--- src/rtl/gray_stream_decoder_pkg.sv ---
// Shared definitions for the Gray-coded position stream decoder:
// FSM state encoding and default sizing constants.
package gray_stream_decoder_pkg;

  localparam int DEF_N      = 8;
  localparam int DEF_LOCK_N = 4;
  localparam int DEF_ERR_W  = 8;

  typedef enum logic [1:0] {
    ST_IDLE  = 2'd0,
    ST_ACQ   = 2'd1,
    ST_TRACK = 2'd2
  } state_e;

endpackage : gray_stream_decoder_pkg

--- src/rtl/gray_stream_decoder_if.sv ---
// Sample/status bundle between a Gray source, the decoder and its binary consumers.
// The master drives samples and clear; the slave (the decoder) returns status.
interface gray_stream_decoder_if #(
  parameter int N     = 8,
  parameter int ERR_W = 8
);
  logic             i_clr;
  logic             i_valid;
  logic [N-1:0]     i_gray;
  logic             o_valid;
  logic [N-1:0]     o_bin;
  logic             o_step;
  logic             o_dir_up;
  logic             o_err;
  logic [ERR_W-1:0] o_err_cnt;
  logic             o_locked;

  modport master (
    output i_clr, i_valid, i_gray,
    input  o_valid, o_bin, o_step, o_dir_up, o_err, o_err_cnt, o_locked
  );

  modport slave (
    input  i_clr, i_valid, i_gray,
    output o_valid, o_bin, o_step, o_dir_up, o_err, o_err_cnt, o_locked
  );
endinterface : gray_stream_decoder_if

--- src/rtl/gray_stream_decoder_gray_to_bin.sv ---
// Combinational Gray-to-binary converter: each binary bit is the XOR of
// all Gray bits at and above its position.
module gray_to_bin #(
  parameter int N = 8
) (
  input  logic [N-1:0] gray_i,
  output logic [N-1:0] bin_o
);
  for (genvar k = 0; k < N; k++) begin : g_bit
    assign bin_o[k] = ^gray_i[N-1:k];
  end
endmodule : gray_to_bin

--- src/rtl/gray_stream_decoder.sv ---
// Registers and decodes a Gray position stream, checks single-step continuity,
// reports direction, lock status and a saturating illegal-jump count.
module gray_stream_decoder
  import gray_stream_decoder_pkg::*;
#(
  parameter int N      = DEF_N,
  parameter int LOCK_N = DEF_LOCK_N,
  parameter int ERR_W  = DEF_ERR_W
) (
  input logic                  i_clk,
  input logic                  i_rstn,
  gray_stream_decoder_if.slave bus
);
  localparam int CNT_W = $clog2(LOCK_N + 1);

  state_e           state_q, state_d;
  logic [CNT_W-1:0] lock_cnt_q, lock_cnt_d, lock_inc;
  logic [N-1:0]     bin_q, bin_d, bin_now, delta;
  logic [ERR_W-1:0] err_cnt_q, err_cnt_d;
  logic             dir_q, dir_d;
  logic             valid_q, valid_d;
  logic             step_q, step_d;
  logic             err_q, err_d;
  logic             step_up, step_dn;

  gray_to_bin #(.N(N)) u_g2b (
    .gray_i(bus.i_gray),
    .bin_o (bin_now)
  );

  // bin_q doubles as the previous accepted position; N-bit subtraction gives the wrap.
  assign delta    = bin_now - bin_q;
  assign step_up  = (delta == N'(1));
  assign step_dn  = (delta == '1);
  assign lock_inc = lock_cnt_q + CNT_W'(1);

  always_comb begin
    // NOTE: every variable gets a default first so no path leaves one unassigned (no latches).
    state_d    = state_q;
    lock_cnt_d = lock_cnt_q;
    bin_d      = bin_q;
    dir_d      = dir_q;
    err_cnt_d  = err_cnt_q;
    valid_d    = 1'b0;
    step_d     = 1'b0;
    err_d      = 1'b0;

    if (bus.i_clr) begin
      state_d    = ST_IDLE;
      lock_cnt_d = '0;
      err_cnt_d  = '0;
    end else if (bus.i_valid) begin
      valid_d = 1'b1;
      bin_d   = bin_now;
      if (state_q == ST_IDLE) begin
        state_d    = ST_ACQ;
        lock_cnt_d = '0;
      end else if (step_up || step_dn) begin
        step_d = 1'b1;
        dir_d  = step_up;
        if (state_q == ST_ACQ) begin
          lock_cnt_d = lock_inc;
          if (lock_inc == CNT_W'(LOCK_N)) state_d = ST_TRACK;
        end
      end else if (delta != '0) begin
        err_d      = 1'b1;
        state_d    = ST_ACQ;
        lock_cnt_d = '0;
        if (err_cnt_q != '1) err_cnt_d = err_cnt_q + ERR_W'(1);
      end
    end
  end

  always_ff @(posedge i_clk or negedge i_rstn) begin
    if (!i_rstn) begin
      state_q    <= ST_IDLE;
      lock_cnt_q <= '0;
      bin_q      <= '0;
      dir_q      <= 1'b0;
      err_cnt_q  <= '0;
      valid_q    <= 1'b0;
      step_q     <= 1'b0;
      err_q      <= 1'b0;
    end else begin
      // NOTE: non-blocking assignments so every register samples pre-edge values.
      state_q    <= state_d;
      lock_cnt_q <= lock_cnt_d;
      bin_q      <= bin_d;
      dir_q      <= dir_d;
      err_cnt_q  <= err_cnt_d;
      valid_q    <= valid_d;
      step_q     <= step_d;
      err_q      <= err_d;
    end
  end

  assign bus.o_valid   = valid_q;
  assign bus.o_bin     = bin_q;
  assign bus.o_step    = step_q;
  assign bus.o_dir_up  = dir_q;
  assign bus.o_err     = err_q;
  assign bus.o_err_cnt = err_cnt_q;
  assign bus.o_locked  = (state_q == ST_TRACK);
endmodule : gray_stream_decoder

--- src/flat_wrapper.sv ---
// flat-port wrapper written by rule: the top's interface ports become plain ports
module gray_stream_decoder_flat import gray_stream_decoder_pkg::*;
#(
  parameter int N      = DEF_N,
  parameter int LOCK_N = DEF_LOCK_N,
  parameter int ERR_W  = DEF_ERR_W
)
  (i_clk, i_rstn, bus_i_clr, bus_i_valid, bus_i_gray, bus_o_valid, bus_o_bin, bus_o_step, bus_o_dir_up, bus_o_err, bus_o_err_cnt, bus_o_locked);
  gray_stream_decoder_if #(.N(N), .ERR_W(ERR_W)) bus_i ();
  input logic i_clk;
  input logic i_rstn;
  input wire logic [$bits(bus_i.i_clr)-1:0] bus_i_clr;
  input wire logic [$bits(bus_i.i_valid)-1:0] bus_i_valid;
  input wire logic [$bits(bus_i.i_gray)-1:0] bus_i_gray;
  output wire logic [$bits(bus_i.o_valid)-1:0] bus_o_valid;
  output wire logic [$bits(bus_i.o_bin)-1:0] bus_o_bin;
  output wire logic [$bits(bus_i.o_step)-1:0] bus_o_step;
  output wire logic [$bits(bus_i.o_dir_up)-1:0] bus_o_dir_up;
  output wire logic [$bits(bus_i.o_err)-1:0] bus_o_err;
  output wire logic [$bits(bus_i.o_err_cnt)-1:0] bus_o_err_cnt;
  output wire logic [$bits(bus_i.o_locked)-1:0] bus_o_locked;
  assign bus_i.i_clr = bus_i_clr;
  assign bus_i.i_valid = bus_i_valid;
  assign bus_i.i_gray = bus_i_gray;
  assign bus_o_valid = bus_i.o_valid;
  assign bus_o_bin = bus_i.o_bin;
  assign bus_o_step = bus_i.o_step;
  assign bus_o_dir_up = bus_i.o_dir_up;
  assign bus_o_err = bus_i.o_err;
  assign bus_o_err_cnt = bus_i.o_err_cnt;
  assign bus_o_locked = bus_i.o_locked;
  gray_stream_decoder #(.N(N), .LOCK_N(LOCK_N), .ERR_W(ERR_W)) u_core (.i_clk(i_clk), .i_rstn(i_rstn), .bus(bus_i));
endmodule
--- config.mk ---
export PLATFORM = sky130hd
export DESIGN_NAME = gray_stream_decoder_flat
export DESIGN_NICKNAME = d
export VERILOG_FILES = /design/src/rtl/gray_stream_decoder_pkg.sv /design/src/rtl/gray_stream_decoder_if.sv /design/src/rtl/gray_stream_decoder_gray_to_bin.sv /design/src/rtl/gray_stream_decoder.sv /design/src/flat_wrapper.sv
export SDC_FILE = /design/constraint.sdc
export NUM_CORES = 1
export LEC_CHECK = 0
export BUFFER_PORTS_ARGS = -buffer_cell sky130_fd_sc_hd__buf_2
export CORE_UTILIZATION = 47
export DETAILED_ROUTE_END_ITERATION = 12
export HOLD_SLACK_MARGIN = 0.06
export PLACE_DENSITY = 0.72
export SYNTH_ARGS = -nofsm -noshare
export SYNTH_HDL_FRONTEND = slang
export SYNTH_SLANG_ARGS = --single-unit
--- constraint.sdc ---
create_clock -name i_clk -period 2.75 [get_ports i_clk]
set_input_delay 0.1375 -clock i_clk [delete_from_list [all_inputs] [get_ports i_clk]]
set_output_delay 0.1375 -clock i_clk [all_outputs]
set_load 0.01 [all_outputs]
# Word level (Yosys, flattened, before mapping)
# Index checks and enable logic that the tools add are counted.
# word_totals
memories,0
output_inout_bits,21
latch_bits,0
mem_bits_rw,0
register_bits,25
mem_bits_ro,0
# op_classes
div_mod_pow,0
order_cmp,0
shifts,0
muxes,30
n_bitwise,2
n_eq_ne,10
add_sub_neg,3
multipliers,0
reduce_logical,19
# ops
cell,n
8-bit two-way mux,6
3-bit two-way mux,6
2-bit two-way mux,7
1-bit two-way mux,11
"8-bit by 1-bit adder with 8-bit output, second input constant",1
"8-bit by 1-bit equality test with 1-bit output, second input constant",1
"8-bit equality test, second input constant",1
"4-bit by 3-bit inequality test with 1-bit output, second input constant",2
"8-bit inequality test, second input constant",1
4-bit AND reduction,2
8-bit nonzero test,1
8-bit parity,1
8-bit subtractor,1
7-bit parity,1
2-bit nonzero test,3
6-bit parity,1
5-bit AND reduction,1
5-bit parity,1
"2-bit inequality test, second input constant",2
4-bit nonzero test,1
4-bit parity,1
"3-bit by 1-bit adder with 3-bit output, second input constant",1
"3-bit equality test, second input constant",1
3-bit AND reduction,1
other kinds (8),9

# Logic depth before layout (Yosys ltp)
# Gate-level depths: netlist (run 1).
# logic_depth
ltp_word,8
ltp_mapped,17
depth_no_buf,16

# By module
# Synthesis (run 1) repeated with hierarchy kept, for this count alone.
# unflattened
cells_unflattened,209
hier_area_um2,2021.9
# modules_own_cells
mod,area_per_inst_um2,n_inst,seq_area_each_um2,cells_per_inst
gray_stream_decoder,1896.8,1,625.6,199
gray_to_bin,125.1,1,0.0,10

# Worst setup path before layout (run 1)
# OpenSTA, ideal clock, no wires.
# synth_timing
kind,in2reg
startpoint,input port bus_i_gray[7]
endpoint,register u_core.err_cnt_q[7] (netlist: u_core.bus.o_err_cnt[7])
path_stages,16
setup_slack_ps,-1307
t_arrival_ps,3979
cell_sequence,xnor3_2 > xor2_2 > xor2_2 > xor2_2 > xor2_2 > xor2_1 > ha_1 > inv_1 > fa_1 > a211oi_2 > or4b_1 > nand4_1 > and4_4 > a311o_2 > or4_1 > a21oi_1
# synth_via
elab_chain_cells,6
elab_cells_between_ends,15
# synth_lines
item,line_no,source
start: declaration,flat_wrapper.sv:14,input wire logic [$bits(bus_i.i_gray)-1:0] bus_i_gray;
"8-bit parity, or another cell as far along",gray_stream_decoder_gray_to_bin.sv:10,assign bin_o[k] = ^gray_i[N-1:k];
8-bit subtractor (*),gray_stream_decoder.sv:32,assign delta = bin_now - bin_q;
8-bit by 1-bit equality test with 1-bit output / 8-bit equality test (equally long branches),"gray_stream_decoder.sv:33, gray_stream_decoder.sv:34",
1-bit logical OR,gray_stream_decoder.sv:58,end else if (step_up || step_dn) begin
2-bit inequality test (no line),n/a,
5-bit AND reduction (no line) (*),n/a,
end signal: assignment,gray_stream_decoder.sv:90,err_cnt_q <= err_cnt_d;
end: declaration,gray_stream_decoder.sv:19,"logic [ERR_W-1:0] err_cnt_q, err_cnt_d;"
# Mark *: on every way between the ends. The rest lies on a longest branch, timed or not.
# A chain may end at the register's enable or synchronous reset.

# Worst setup path after layout (run 1)
# layout_timing
startpoint,input port bus_i_gray[6]
endpoint,register u_core.err_cnt_q[7] (netlist: u_core.bus.o_err_cnt[7])
# Same word-level chain as after synthesis.

==> summary.txt, run 1 <==
CTS
  – CTS tree: built
  – CTS root buf: clkbuf_8
  – Worst-Skew Late Latency: 0.26 ns
  – CTS clk-pin slew, worst paths: roughly 0.08 ns
  – H-Tree Depth: 1
  – Clock sinks: 25
  – Inserted Clock Buffers: 3
  – Clock Tree Buf Depth: 2

Floorplan
  – Num rows: 22
  – Die Ht: 64.2 µm
  – Initial Utilization: 0.493
  – Boundary pin count: 33
  – Core ar.: 0.00369 mm²
  – Chip width: approximately 64 µm
  – Die footprint: 0.00412 mm²

Drt
  – WL final: approximately 4400 µm
  – DR iter-0 viols: 64
  – Wire per inst: 13.6 µm
  – DRC: 0
  – Vias: 1741
  – Number of vias per cell: 5.44
  – TritonRoute pass-1 iters: 4
  – Detail Route Antenna Nets: 0

Worst setup path
  – R2r endpoint: u_core.bus.o_err_cnt[7]
  – CP delay by family, top: XOR/XNOR gates
  – WP data arrival: 4.15 ns
  – Worst R2R Setup Slack: -0.03 ns
  – Critical path class: input pin to flip-flop
  – R2r worst-path depth: 10
  – Max incr delay on CP: 0.52 ns
  – Startpoint Class: input pin
  – Critical path depth in cells: 17
  – Worst Setup SP: bus_i_gray[6]
  – Worst EP required: 2.94 ns
  – Critical path peak fanout: 8
  – CP endpoint: u_core.bus.o_err_cnt[7]
  – CP max stage cell: or4_1
  – Critical R2R Launch: u_core.bus.o_bin[0]
  – Endpoint class of the critical path: flip-flop
  – Critical path buffers and inverters: 2
  – Chain of cells forming the critical path: buf_6, xnor3_2, xor2_2, xor2_2, xor2_2, xor2_2, xor2_2, ha_2, inv_2, fa_2, a211oi_4, or4b_1, nand4_1, and4_4, a311o_2, or4_1, a21oi_1
  – Most frequent cell on the critical path: xor2_2

Power
  – Internal: 0.000999 W
  – Leak: 1.21 nW
  – Worst VDD drop: 0.000406 V
  – Sw Share: 0.404
  – Combinational share of power: 0.621
  – Sequential share of power: 0.253
  – Power Dens Cells: 685 mW/mm²
  – P_sw: between 0.0006 and 0.0007 W
  – Total power: 0.00168 W
  – Clock power frac: 0.127

GRT
  – Total congestion overflow: 0
  – Vias in the first global route: 1654
  – Largest net degree at the start of global routing: 26
  – First-pass GRT wire length: 7060 µm
  – Total GRT Usage: 0.216
  – Initial antenna violation count: 0

Timing
  – Max Freq: 253 MHz
  – Relative slew slack: 0.455
  – Minimum clock period: about 4.0 ns
  – RSZ-0062 raised after global routing: yes
  – Finish-stage setup viols: 16
  – Hold Fails Final Rpt: 0
  – Worst-margin pin slew: 0.818 ns
  – Total Neg Setup Slack: -16.61 ns
  – Final Cycle Share: 1.44
  – WHS: between 0.2 and 0.25 ns
  – Final Skew: about 0.0028 ns
  – Pins Over Slew Limit: 0
  – Setup WS post-layout: -1.20 ns

Yosys
  – Register area share after synthesis: 0.344
  – Register bit count reported by yosys: 25
  – Synth Cell Area: 0.00182 mm²
  – Synthesis Warnings: 0
  – Post-synth net total: 225
  – Distinct cells, synth: 51
  – Number of synthesized flops with an enable pin: 0
  – Post-synth ARST share: 1.00
  – Syn avg cell area: 9.04 µm²
  – Top_reg_cell synth: dfrtp_1
  – Post-Synthesis Cells: 201

Final layout
  – Layout cells sized above 1: 0.360
  – Final nets: 297
  – Diode count: 0
  – Leading cell types in the layout, fill and taps excluded: buf_4 (41), buf_2 (31), dfrtp_1 (25)
  – Synth-to-layout area growth: 34.6%
  – Most common cell after layout, fill and taps aside: buf_4
  – Fin util: 0.664
  – Fillers: 314

Run status
  – Status: complete, but fails checks
  – Failing checks: negative setup slack

Min path
  – Worst min-delay path class: input pin to flip-flop

Job
  – Max cap viols: 0

Placed design
  – DP HPWL: between 3000 and 4000 µm
  – Final RePlAce weighted congestion: 0.919
  – Number of port buffers: 32
==> tightest hold or removal path, cell delays in order <==
cell and delay (ns):
buf_2 0.09, buf_4 0.12, nand2_1 0.04, nand2_1 0.05
==> per-stage QoR <==
stage | setup slack, ns | cell area (µm²) | cells
2_1_floorplan | -1.22 | 1830 | 201
3_3_place_gp | -1.42 | 2260 | 307
3_5_place_dp | -1.53 | 2260 | 307
4_1_cts | -1.11 | 2380 | 318
5_1_grt | -1.32 | 2450 | 320
6_report | -1.20 | 2450 | 320
==> power by group through the flow <==
stage          Combinational, W  Sequential (W)  Clock (W)
2_1_floorplan          0.000523        0.000445          0
3_5_place_dp           0.000900        0.000432          0
3_3_place_gp           0.000895        0.000430          0
4_1_cts                0.000962        0.000424   0.000219
5_1_grt                 0.00113        0.000428   0.000236
6_report                0.00104        0.000424   0.000212
==> routing by layer <==
metal / GRT usage / wire [µm] / up-vias / part of all wire
li1: - / - / 861 / -
met1: 0.288 / 1990 / 839 / 0.46
met2: 0.366 / 2160 / 35 / 0.50
met3: 0.0304 / 145 / 6 / 0.033
met4: 0.0583 / 58 / 0 / 0.013
met5: 0 / 0 / - / 0
==> flip-flops by register name, indices dropped and copies added, names as in the netlist <==
signal,count
u_core.bus.o_step,1
u_core.bus.o_valid,1
u_core.bus.o_err_cnt,8
u_core.bus.o_bin,8
u_core.bus.o_err,1
u_core.lock_cnt_q,3
u_core.state_q,2
u_core.bus.o_dir_up,1
==> cells by family (layout without fill, tap and decap cells) <==
| group | Yosys count | count (layout) | share of synthesized area |
|---|---|---|---|
| adder cells (fa/ha/maj) | 12 | 12 | 0.0867 |
| AO/OA/AOI/OAI | 53 | 53 | 0.189 |
| AND/OR/NAND/NOR | 70 | 70 | 0.212 |
| multiplexers | 3 | 3 | 0.0186 |
| buffers and inverters | 24 | 95 | 0.0571 |
| XOR/XNOR | 14 | 14 | 0.0922 |
| flip-flops | 25 | 25 | 0.344 |
==> timing repair <==
action,CTS,global route
endpoints found under the hold margin,25,0
pin swaps,5,3
buffers inserted,6,2
hold buffers,1,0
cloned,0,0
gates resized for setup,4,7
endpoints found under the setup margin,16,16
==> cells in the mapped netlist (2+ instances only) <==
library cell	instances	area (µm²)
a21oi_1	14	70.1
a31oi_1	2	12.5
a41oi_1	2	17.5
and3_1	2	12.5
buf_2	2	10.0
clkbuf_1	3	11.3
dfrtp_1	25	626
ha_1	11	138
inv_1	17	63.8
mux2_2	2	22.5
nand2_1	16	60.1
nand2b_1	5	31.3
nand3_1	5	25.0
nand4_1	4	25.0
nor2_1	13	48.8
nor2b_1	3	18.8
nor3_1	4	20.0
nor3b_1	2	15.0
nor4b_1	3	26.3
o2111ai_1	2	17.5
o21a_1	5	37.5
o21ai_0	15	75.1
o31ai_1	2	15.0
or3_1	4	25.0
or4_1	2	15.0
xnor2_1	2	17.5
xor2_1	7	61.3
xor2_2	4	65.1
==> final cells by class <==
cell class,instances,area (µm²),area share
Multi-Input combinational cell,152,1170,0.478
Timing Repair Buffer,74,484,0.198
Inverter,17,63.8,0.0261
Tap cell,48,60.1,0.0245
Sequential cell,25,626,0.256
Clock buffer,4,45.0,0.0184
==> how the worst min path moves through the flow <==
stage / cells after the start / from / end / slack (ns)
floorplan: 0 / i_rstn / u_core.bus.o_bin[0] / -0.16
global placement: 1 / i_rstn / u_core.bus.o_bin[1] / 0.16
detailed placement: 1 / i_rstn / u_core.bus.o_bin[1] / 0.16
CTS: 4 / bus_i_gray[7] / u_core.bus.o_bin[7] / 0.21
global route: 4 / bus_i_gray[7] / u_core.bus.o_bin[7] / 0.22
finish: 4 / bus_i_gray[7] / u_core.bus.o_bin[7] / 0.21
No activity file was read; power rests on OpenSTA's default activity.
==> inputs of run 2 (changes only) <==
==> constraint.sdc (replaced) <==
create_clock -name i_clk -period 2.75 [get_ports i_clk]
set_input_delay 0.275 -clock i_clk [delete_from_list [all_inputs] [get_ports i_clk]]
set_output_delay 0.275 -clock i_clk [all_outputs]
set_load 0.01 [all_outputs]
==> run 2 against run 1 <==
The run still ends with negative setup slack left. Non-clock buffer count grew 18. Largest cell class unchanged. Critical path depth grew 1. Sequential cell count is the same. Highest routed layer unchanged. Combinational power grew 29%. Critical path type unchanged. Via count grew 11%. Sequential power is essentially flat. Register-to-register slack lost 0.11 ns.
==> summary.txt, run 2 (same netlist as run 1, synthesis figures left out) <==
GRT
  – GR Util met2: 0.427
  – Initial antenna violation count: 0
  – Met3 Use GR: 0.0268
  – Total congestion overflow: 0
  – Largest net degree at the start of global routing: 26
  – Vias in the first global route: 1688
  – First-pass GRT wire length: 7870 µm
  – Grt peak-use layer: met2
  – Total GRT Usage: 0.249
  – GR Util met1: 0.322

CTS
  – CTS clk-pin slew, worst paths: approximately 0.090 ns
  – Clock sinks: 25
  – Clock Tree Buf Depth: 2
  – CTS root buf: clkbuf_8
  – Inserted Clock Buffers: 3
  – Worst-Skew Late Latency: 0.27 ns
  – CTS tree: built
  – H-Tree Depth: 1

Timing
  – Hold Fails Final Rpt: 0
  – Max Freq: 237 MHz
  – RSZ-0062 raised after global routing: yes
  – Final Cycle Share: 1.53
  – Pins Over Slew Limit: 0
  – Minimum clock period: 4.22 ns
  – Worst-margin pin slew: around 0.66 ns
  – Finish-stage setup viols: 16
  – Relative slew slack: 0.558
  – Setup WS post-layout: -1.47 ns
  – Final Skew: 0.00400 ns

Power
  – Worst VDD drop: roughly 0.00044 V
  – Internal: 0.00115 W
  – Sw Share: 0.421
  – Leak: 1.32 nW
  – Power Dens Cells: 724 mW/mm²
  – Clock power frac: 0.112
  – P_sw: 0.000834 W
  – Combinational share of power: 0.674
  – Total power: 0.00198 W
  – Sequential share of power: 0.214

Final layout
  – Final nets: 316
  – Non-filler instance count after layout: between 300 and 400
  – Diode count: 0
  – Leading cell types in the layout, fill and taps excluded: buf_4 (57), buf_2 (30), dfrtp_1 (25)
  – Synth-to-layout area growth: 50.4%
  – Fillers: 258
  – Finished Cell Area: roughly 0.0027 mm²
  – Most common cell after layout, fill and taps aside: buf_4
  – Layout cells sized above 1: 0.464

Run status
  – Failing checks: negative setup slack
  – Status: complete, but fails checks

Floorplan
  – Initial Utilization: 0.493
  – Boundary pin count: 33
  – Chip width: 64.2 µm
  – Core ar.: approximately 0.0037 mm²
  – Die Ht: 64.2 µm
  – Die footprint: 0.00412 mm²
  – Num rows: 22

Worst setup path
  – Critical path peak fanout: 5
  – Endpoint class of the critical path: flip-flop
  – WP data arrival: 4.42 ns
  – Startpoint Class: input pin
  – Critical path class: input pin to flip-flop
  – Worst R2R Setup Slack: -0.14 ns
  – Worst EP required: 2.96 ns

Drt
  – DR iter-0 viols: roughly 160
  – Wire per inst: 16.3 µm
  – Number of vias per cell: 5.71
  – WL final: 5530 µm
  – Vias: just under 2k
  – Detail Route Antenna Nets: 0
  – DRC: 0
  – TritonRoute pass-1 iters: 5

Placed design
  – DP Area: 0.00231 mm²
  – DP HPWL: approximately 3400 µm
  – Final RePlAce weighted congestion: 0.892
  – Number of port buffers: 32
  – Cells after DPL: 314
  – Place WS: -1.75 ns

Min path
  – Worst min-delay path class: input pin to flip-flop

Job
  – Max cap viols: 0
## run 2: cell count changes in the layout (fill, tap and decap cells not counted), moves of 2 or more
cell and change:
a21oi_4 +2, a21oi_1 -6, or3_1 -2, mux2_4 +2
buf_6 +3, a21oi_2 +4, or3_4 +2, buf_4 +16
## run 2: worst paths after layout
kind	start	end	cells after the start
max	bus_i_gray[7]	u_core.bus.o_err_cnt[5]	18
min	bus_i_gray[7]	u_core.bus.o_bin[7]	4
max reg2reg	u_core.bus.o_bin[2]	u_core.lock_cnt_q[1]	11
min reg2reg	u_core.bus.o_bin[4]	u_core.bus.o_bin[4]	2
max in group asynchronous	i_rstn	u_core.bus.o_bin[6]	2
min in group asynchronous	i_rstn	u_core.bus.o_bin[1]	2
## run 2: layout make-up
cell class,instances,area (µm²),area share
flip-flops and latches,25,626,0.229
well taps,48,60.1,0.0220
repair buffers,92,633,0.232
inverters,17,63.8,0.0233
multi-input cells,153,1310,0.478
clock buffers,4,45.0,0.0165
## run 2: what timing repair did
| action | 4_1_cts | 5_1_grt |
|---|---|---|
| gates resized for setup | 8 | 31 |
| setup buffers | 9 | 10 |
| hold buffers | 1 | 0 |
| endpoints found under the setup margin | 16 | 16 |
| cloned | 1 | 0 |
| pin swaps | 7 | 20 |
| endpoints found under the hold margin | 25 | 0 |
## run 2: power by group through the flow
stage | Clock (W) | Sequential [W] | Combinational [W]
global route | 0.000238 | 0.000429 | 0.00142
floorplan | 0 | 0.000445 | 0.000523
detailed placement | 0 | 0.000431 | 0.000959
finish | 0.000221 | 0.000423 | 0.00134
global placement | 0 | 0.000430 | 0.000951
CTS | 0.000225 | 0.000424 | 0.00107
## run 2: per-layer routing
metal  vias to the layer above  part of all wire
li1                        904                 -
met1                       945              0.41
met2                        70              0.51
met3                        15             0.044
met4                         0             0.033
met5                         -                 0
## run 2: critical path, stage by stage
cell	delay, ns
buf_6	0.07
xnor3_2	0.47
xor2_4	0.23
xor2_2	0.23
xor2_2	0.28
xor2_2	0.25
xor2_2	0.18
ha_2	0.20
inv_2	0.03
fa_2	0.38
a211oi_4	0.28
buf_4	0.15
or4b_1	0.10
nand4_1	0.10
and4_4	0.19
a311o_2	0.38
or4_4	0.50
a21oi_2	0.12
## run 2: metrics by stage
step                      hold slack (ns)   util  TNS (ns)
after floorplan                   -0.0206      -    -18.40
after global placement              0.303  0.627    -23.10
after detailed placement            0.306  0.627    -25.51
after CTS                           0.330  0.676    -18.06
after global routing                0.323  0.741    -23.26
final                               0.310  0.741    -21.75
